`config.mk`:
```
export PLATFORM = sky130hd
export DESIGN_NAME = memory
export DESIGN_NICKNAME = d
export VERILOG_FILES = /design/src/rtl/memory_pkg.sv /design/src/rtl/memory_memfmt.sv /design/src/rtl/memory.sv
export SDC_FILE = /design/constraint.sdc
export NUM_CORES = 1
export LEC_CHECK = 0
export CAP_MARGIN = 15
export CORE_AREA = 10 10 281 283
export CTS_CLUSTER_SIZE = 10
export DETAILED_ROUTE_END_ITERATION = 6
export DIE_AREA = 0 0 291 293
export PLACE_DENSITY_LB_ADDON = 0.05
export SYNTH_ARGS = -nofsm -noshare
export SYNTH_HDL_FRONTEND = slang
export SYNTH_HIERARCHICAL = 1
export SYNTH_SLANG_ARGS = --single-unit
```
`constraint.sdc`:
```
create_clock -name clk -period 2.3 [get_ports clk]
set_input_delay 0.23 -clock clk [delete_from_list [all_inputs] [get_ports clk]]
set_output_delay 0.23 -clock clk [all_outputs]
set_load 0.05 [all_outputs]
```
`src/rtl/memory_pkg.sv`:
```
// Shared types for the memory pipeline stage.
//   - execute -> memory record (excute_data_t), memory -> writeback record
//     (memory_data_t), forwarding record (tran_t)
//   - data bus request/response structs (dbus_req_t / dbus_resp_t)
//   - FSM state encoding and small size/alignment helpers
package memory_pkg;

  typedef logic [63:0] word_t;
  typedef logic [2:0]  msize_t;   // log2 of access size in bytes

  typedef enum logic [2:0] {
    OP_ALU = 3'd0,
    OP_LD  = 3'd1,
    OP_SD  = 3'd2,
    OP_BR  = 3'd3
  } op_t;

  typedef struct packed {
    op_t  op;
    logic regwrite;
  } ctl_t;

  typedef struct packed {
    word_t       pc;
    logic        valid;
    logic [31:0] raw_instr;
    ctl_t        ctl;
    logic [4:0]  dst;
    word_t       rd2;
    word_t       result;
  } excute_data_t;

  typedef struct packed {
    word_t       pc;
    logic        valid;
    logic [31:0] raw_instr;
    ctl_t        ctl;
    logic [4:0]  dst;
    word_t       rd2;
    word_t       result;    // final writeback value
    logic        misalign;
  } memory_data_t;

  typedef struct packed {
    word_t      data;
    logic [4:0] dst;
    logic       ismem;
  } tran_t;

  typedef struct packed {
    logic       valid;
    word_t      addr;
    msize_t     size;
    logic [7:0] strobe;
    word_t      data;
  } dbus_req_t;

  typedef struct packed {
    logic  data_ok;
    word_t data;
  } dbus_resp_t;

  typedef enum logic {
    S_IDLE = 1'b0,
    S_WAIT = 1'b1
  } mem_state_t;

  // Byte-lane mask of an access of 2^size bytes at lane 0.
  function automatic logic [7:0] lane_mask(input logic [1:0] size);
    case (size)
      2'd0:    lane_mask = 8'h01;
      2'd1:    lane_mask = 8'h03;
      2'd2:    lane_mask = 8'h0F;
      default: lane_mask = 8'hFF;
    endcase
  endfunction

  // Low address bits that must be zero for a naturally aligned access.
  function automatic logic [2:0] align_mask(input logic [1:0] size);
    case (size)
      2'd0:    align_mask = 3'b000;
      2'd1:    align_mask = 3'b001;
      2'd2:    align_mask = 3'b011;
      default: align_mask = 3'b111;
    endcase
  endfunction

endpackage

```
`src/rtl/memory_memfmt.sv`:
```
// Purely combinational data formatter for the memory stage.
//   funct3  : load/store width (bits 1:0) and unsigned flag (bit 2)
//   offset  : address bits [2:0], byte lane of the access
//   wsrc    : store source register value
//   rraw    : raw 64-bit load word from the bus
//   strobe  : byte write enables for a store
//   wdata   : store data moved onto its byte lanes
//   rdata   : load value shifted down and sign/zero-extended
module memory_memfmt
  import memory_pkg::*;
(
  input  logic [2:0]  funct3,
  input  logic [2:0]  offset,
  input  word_t       wsrc,
  input  word_t       rraw,
  output logic [7:0]  strobe,
  output word_t       wdata,
  output word_t       rdata
);

  logic [5:0] bit_shift;
  word_t      shifted;

  assign bit_shift = {offset, 3'b000};
  assign strobe    = lane_mask(funct3[1:0]) << offset;
  assign wdata     = wsrc << bit_shift;
  assign shifted   = rraw >> bit_shift;

  // funct3[2] selects zero extension; 64-bit loads pass through untouched.
  always_comb begin
    rdata = shifted;
    case (funct3[1:0])
      2'd0: rdata = funct3[2] ? {56'd0, shifted[7:0]}
                              : {{56{shifted[7]}}, shifted[7:0]};
      2'd1: rdata = funct3[2] ? {48'd0, shifted[15:0]}
                              : {{48{shifted[15]}}, shifted[15:0]};
      2'd2: rdata = funct3[2] ? {32'd0, shifted[31:0]}
                              : {{32{shifted[31]}}, shifted[31:0]};
      default: rdata = shifted;
    endcase
  end

endmodule

```
`src/rtl/memory.sv`:
```
// Pipeline memory stage.
//   clk, reset     : clock, asynchronous active-low reset
//   dataE          : record from execute
//   dataM          : registered record to writeback
//   stopm          : freezes execute and upstream while an access is pending
//   tranm          : forwarding record {data, dst, ismem}
//   dreq_*         : data bus request (valid, addr, size, strobe, data)
//   dresp_*        : data bus response (one-cycle data_ok, raw load word)
//   dbg_state      : current FSM state, for observation only
//
// Bus handshake: dreq_valid rises combinationally when an aligned load/store
// sits in dataE and stays high with all request fields stable (dataE is held
// by stopm) until the cycle dresp_data_ok pulses; that cycle completes the
// access. dresp_data_ok while dreq_valid is low is ignored.
module memory
  import memory_pkg::*;
(
  input  logic         clk,
  input  logic         reset,
  input  excute_data_t dataE,
  output memory_data_t dataM,
  output logic         stopm,
  output tran_t        tranm,
  output logic         dreq_valid,
  output word_t        dreq_addr,
  output msize_t       dreq_size,
  output logic [7:0]   dreq_strobe,
  output word_t        dreq_data,
  input  logic         dresp_data_ok,
  input  word_t        dresp_data,
  output mem_state_t   dbg_state
);

  mem_state_t state, state_nxt;
  dbus_req_t  req;
  dbus_resp_t resp;

  logic [2:0] funct3;
  logic       memop, is_load, misalign, issue, load_done;
  logic [7:0] fmt_strobe;
  word_t      fmt_wdata, fmt_rdata;

  assign resp.data_ok = dresp_data_ok;
  assign resp.data    = dresp_data;

  assign funct3   = dataE.raw_instr[14:12];
  assign memop    = dataE.valid & (dataE.ctl.op == OP_LD || dataE.ctl.op == OP_SD);
  assign is_load  = dataE.valid & (dataE.ctl.op == OP_LD);
  assign misalign = memop & (|(dataE.result[2:0] & align_mask(funct3[1:0])));
  // Gated by reset so a request dropped by reset does not reappear while
  // reset is still held.
  assign issue     = reset & memop & ~misalign;
  assign load_done = issue & is_load & resp.data_ok;

  memory_memfmt u_fmt (
    .funct3 (funct3),
    .offset (dataE.result[2:0]),
    .wsrc   (dataE.rd2),
    .rraw   (resp.data),
    .strobe (fmt_strobe),
    .wdata  (fmt_wdata),
    .rdata  (fmt_rdata)
  );

  // State register.
  always_ff @(posedge clk or negedge reset) begin
    if (!reset) state <= S_IDLE;
    else        state <= state_nxt;
  end

  // Next-state logic.
  always_comb begin
    state_nxt = state;
    case (state)
      S_IDLE: if (issue && !resp.data_ok) state_nxt = S_WAIT;
      S_WAIT: if (resp.data_ok)           state_nxt = S_IDLE;
      default: state_nxt = S_IDLE;
    endcase
  end

  // Outputs. The request is the same in IDLE and WAIT because dataE is
  // frozen while stopm is high, so the fields stay stable on their own.
  always_comb begin
    req        = '0;
    req.valid  = issue;
    req.addr   = dataE.result;
    req.size   = {1'b0, funct3[1:0]};
    req.strobe = is_load ? 8'h00 : fmt_strobe;
    req.data   = fmt_wdata;

    stopm = issue & ~resp.data_ok;

    tranm       = '0;
    tranm.data  = load_done ? fmt_rdata : dataE.result;
    tranm.dst   = (reset & dataE.ctl.regwrite & dataE.valid) ? dataE.dst : 5'd0;
    tranm.ismem = reset & is_load & ~resp.data_ok;
  end

  assign dreq_valid  = req.valid;
  assign dreq_addr   = req.addr;
  assign dreq_size   = req.size;
  assign dreq_strobe = req.strobe;
  assign dreq_data   = req.data;
  assign dbg_state   = state;

  // Writeback register: a bubble while stalled, otherwise the instruction
  // with its final result (loads take the formatted bus data, misaligned
  // accesses produce zero).
  always_ff @(posedge clk or negedge reset) begin
    if (!reset) begin
      dataM <= '0;
    end else if (stopm) begin
      dataM.valid <= 1'b0;
    end else begin
      dataM.pc        <= dataE.pc;
      dataM.valid     <= dataE.valid;
      dataM.raw_instr <= dataE.raw_instr;
      dataM.ctl       <= dataE.ctl;
      dataM.dst       <= dataE.dst;
      dataM.rd2       <= dataE.rd2;
      dataM.misalign  <= misalign;
      if (misalign)     dataM.result <= '0;
      else if (is_load) dataM.result <= fmt_rdata;
      else              dataM.result <= dataE.result;
    end
  end

endmodule

```
==> flow_metrics.py <==
metrics = {
    "logic_synthesis": {
        "synth_edf_count": 0,
        "syn_inst": 1430,
        "async_flop_share": 1.00,
        "synth_area_um2": 15700,
        "yosys_warnings": 6,
        "synth_flop_cell": "dfrtp_1",
        "synth_top_cell_area_share": 0.377,
        "synth-seq-cells": 236,
        "seq_area_frac_synth": 0.377,
        "post-synth-top-area-cell": "dfrtp_1",
        "synth_area_leaders": "dfrtp_1 (38%), mux2_2 (14%), mux2i_1 (11%)",
        "synth_cell_types": 53,
        "syn_nets": 1731,
        "synth_area_per_cell_um2": 10.9,
    },
    "sta": {
        "setup_tns_ns": 0,
        "finalCritPeriodShare": 0.997,
        "max_freq_mhz": 436,
        "min_period_ns": 2.29,
        "final.setup_skew_ns": 0,
        "hold_viol": 162,
        "worst_slew_pin_slew_ns": 0.880,
        "grt_setup_unrepaired": "yes",
        "slew_violations": 0,
        "setup_viol": 0,
        "hold_slack_ns": -0.491,
        "maxSlewHeadroom": 0.413,
    },
    "route": {
        "drtIter0Drc": 648,
        "antenna_left": 0,
        "vias_per_cell": 4.72,
        "vias": 15500,
        "drt_pass1_iterations": 4,
        "drc": 0,
        "drt-total-wl_um": 92600,
        "wl_per_cell_um": 28.2,
    },
    "clock_tree": {
        "cts_tree": "yes",
        "cts.path.max_buffers": 3,
        "numCtsBuffers": 35,
        "root_buffer": "clkbuf_16",
        "h-tree-depth": 2,
        "clk-insertion-delay-late_ns": 0.56,
        "path_clk_slew_ns": 0.05,
        "numClockSinks": 236,
    },
    "grt": {
        "grt_pass1_vias": 16800,
        "use_met2": 0.377,
        "grt_start_max_net_pins": 143,
        "grt_pass1_wl_um": 129000,
        "met1_usage": 0.210,
        "grtUsageTotal": 0.206,
        "grt.busiest_layer": "met2",
        "met3_usage": 0.0759,
        "antenna_found_initial": 29,
        "gr-total-overflow": 0,
    },
    "worst_setup_path": {
        "critPathMostFrequentCell": "mux2_4",
        "crit_buf_inv": 2,
        "cp_max_fo": 3,
        "crit_arrival_ns": 2.06,
        "crit_required_ns": 2.07,
        "critical_path.cell_chain": "clkdlybuf4s50_1 -> mux2_4 -> mux2_4 -> mux2_4 -> mux2_4 -> buf_12",
        "critPathTopFamily": "multiplexers",
        "path_class": "in -> out",
        "critPathCaptureType": "output pin",
        "crit_slowest_cell": "clkdlybuf4s50_1",
        "critPathMaxStageDelay_ns": 0.46,
        "startpoint_type": "input pin",
    },
    "place": {
        "gp_congestion": 0.829,
        "dpl.hpwl_um": 73200,
        "port_buffers": 746,
        "dpl_cell_area_um2": 26500,
    },
    "finish": {
        "layout_commonest_cell": "clkdlybuf4s50_1",
        "drive_above_1_share": 0.325,
        "final_cell_mix": "clkdlybuf4s50_1 (523), buf_4 (244), dfrtp_1 (236), buf_12 (158), mux2i_1 (155)",
        "n_fill_cell": 7290,
        "nets": 2567,
        "finish.instance_area_um2": 28300,
        "syn_to_final_growth_pct": 80.8,
    },
    "floorplanning": {
        "io_pins": 748,
        "fp-row-count": 100,
        "core_um2": 73600,
        "chipWidth_um": 291,
        "die-area_um2": 85300,
        "die_h_um": 293,
        "initial_core_util": 0.213,
    },
    "pwr": {
        "p_comb_frac": 0.397,
        "power.total_uw": 16000,
        "ir_drop_mv": 0.429,
        "powerDensity_nw_per_um2": 566,
        "power.leakage_uw": 0.0118,
        "switchingPower_uw": 6010,
        "swShare": 0.376,
        "p_seq_frac": 0.286,
        "intPower_uw": 10000,
        "clkPwrFrac": 0.317,
    },
    "outcome": {
        "violations": "hold timing",
        "status": "complete, but fails checks",
    },
    "worst_hold_path": {
        "hp-class": "in -> async",
    },
    "flow_run": {
        "drv_cap": 0,
    },
}
[metrics by stage]
stage / cells / hold slack (ns) / setup slack, ns / utilization
after CTS: 3251 / -0.523 / -0.0310 / 0.380
after global placement: 3181 / 0.0610 / -0.466 / 0.360
final: 3280 / -0.491 / 0.00597 / 0.385
after floorplan: 1430 / -0.0656 / 0.0488 / -
after detailed placement: 3181 / 0.0632 / -0.436 / 0.360
after global routing: 3272 / -0.513 / -0.0400 / 0.384
[flip-flops by register name (all words and copies together), names as in the netlist]
name,flops
dataM,235
dbg_state,1
[power by group through the flow]
stage | Clock [uW] | Combinational, uW | Sequential [uW]
floorplan | 0 | 2160 | 5640
global placement | 0 | 6280 | 4640
detailed placement | 0 | 6270 | 4650
CTS | 5280 | 6380 | 4580
global route | 5430 | 6650 | 4620
finish | 5070 | 6350 | 4580
[Yosys cell counts, types with 3 or more instances]
cell type / n
mux2i_1: 168
mux4_2: 13
and2_1: 14
o2bb2ai_1: 16
clkbuf_1: 37
o211ai_1: 8
mux2_2: 189
buf_4: 98
nor2_1: 61
mux2_1: 91
and3_1: 3
o22ai_1: 17
a211o_1: 7
mux2_4: 7
buf_2: 56
nor2b_1: 22
buf_1: 7
o21ai_1: 3
nand4_1: 34
a21oi_1: 30
o21ai_0: 41
a211oi_1: 3
o31ai_1: 64
a32oi_1: 71
nand3_1: 19
nand2b_1: 5
nand2_1: 71
dfrtp_1: 236
buf_6: 9
[cell type report]
type / instances / area [um^2] / share of cell area
clock inverters: 6 / 48.8 / 0.00172
multi-input cells: 985 / 8930 / 0.315
inverters: 2 / 7.51 / 0.000265
diodes: 23 / 57.6 / 0.00203
flip-flops and latches: 236 / 5910 / 0.209
repair buffers: 1006 / 11200 / 0.394
well taps: 969 / 1210 / 0.0428
clock buffers: 53 / 985 / 0.0348
[cell families after synthesis]
logic type | share of synthesized area
mux | 0.338
compound gates | 0.125
simple gates | 0.0773
flops | 0.377
buf+inv | 0.0824
xor+xnor | 0.000560
other cells | 0.000240
[routing by layer]
metal	part of all wire	up-vias	wire, um
met5	0.00093	-	86
met4	0.033	10	3040
met3	0.082	124	7560
met2	0.53	533	49000
met1	0.36	7802	33000
li1	-	7025	-
[repair_timing]
item	4_1_cts	5_1_grt
setup endpoints to repair	73	72
cloned	4	4
setup buffers	8	3
pin swaps	8	11
hold endpoints to repair	94	94
gates resized for setup	127	65
[path summary, 6_finish.rpt]
| path | cells after the start | slack [ns] | from | to |
|---|---|---|---|---|
| max in group asynchronous | 2 | 1.67 | reset | dataM[231] |
| worst max register to register | 1 | 1.45 | dataM[167] | dataM[167] |
| min in group clk | 3 | 0.09 | dataE[151] | dataM[152] |
| worst max-delay path | 6 | 0.006 | dresp_data[46] | tranm[12] |
| worst min register to register | 1 | 0.47 | dataM[137] | dataM[137] |
| worst min-delay path | 1 | -0.49 | reset | dataM[15] |
Power figures use the tool's default switching activity.
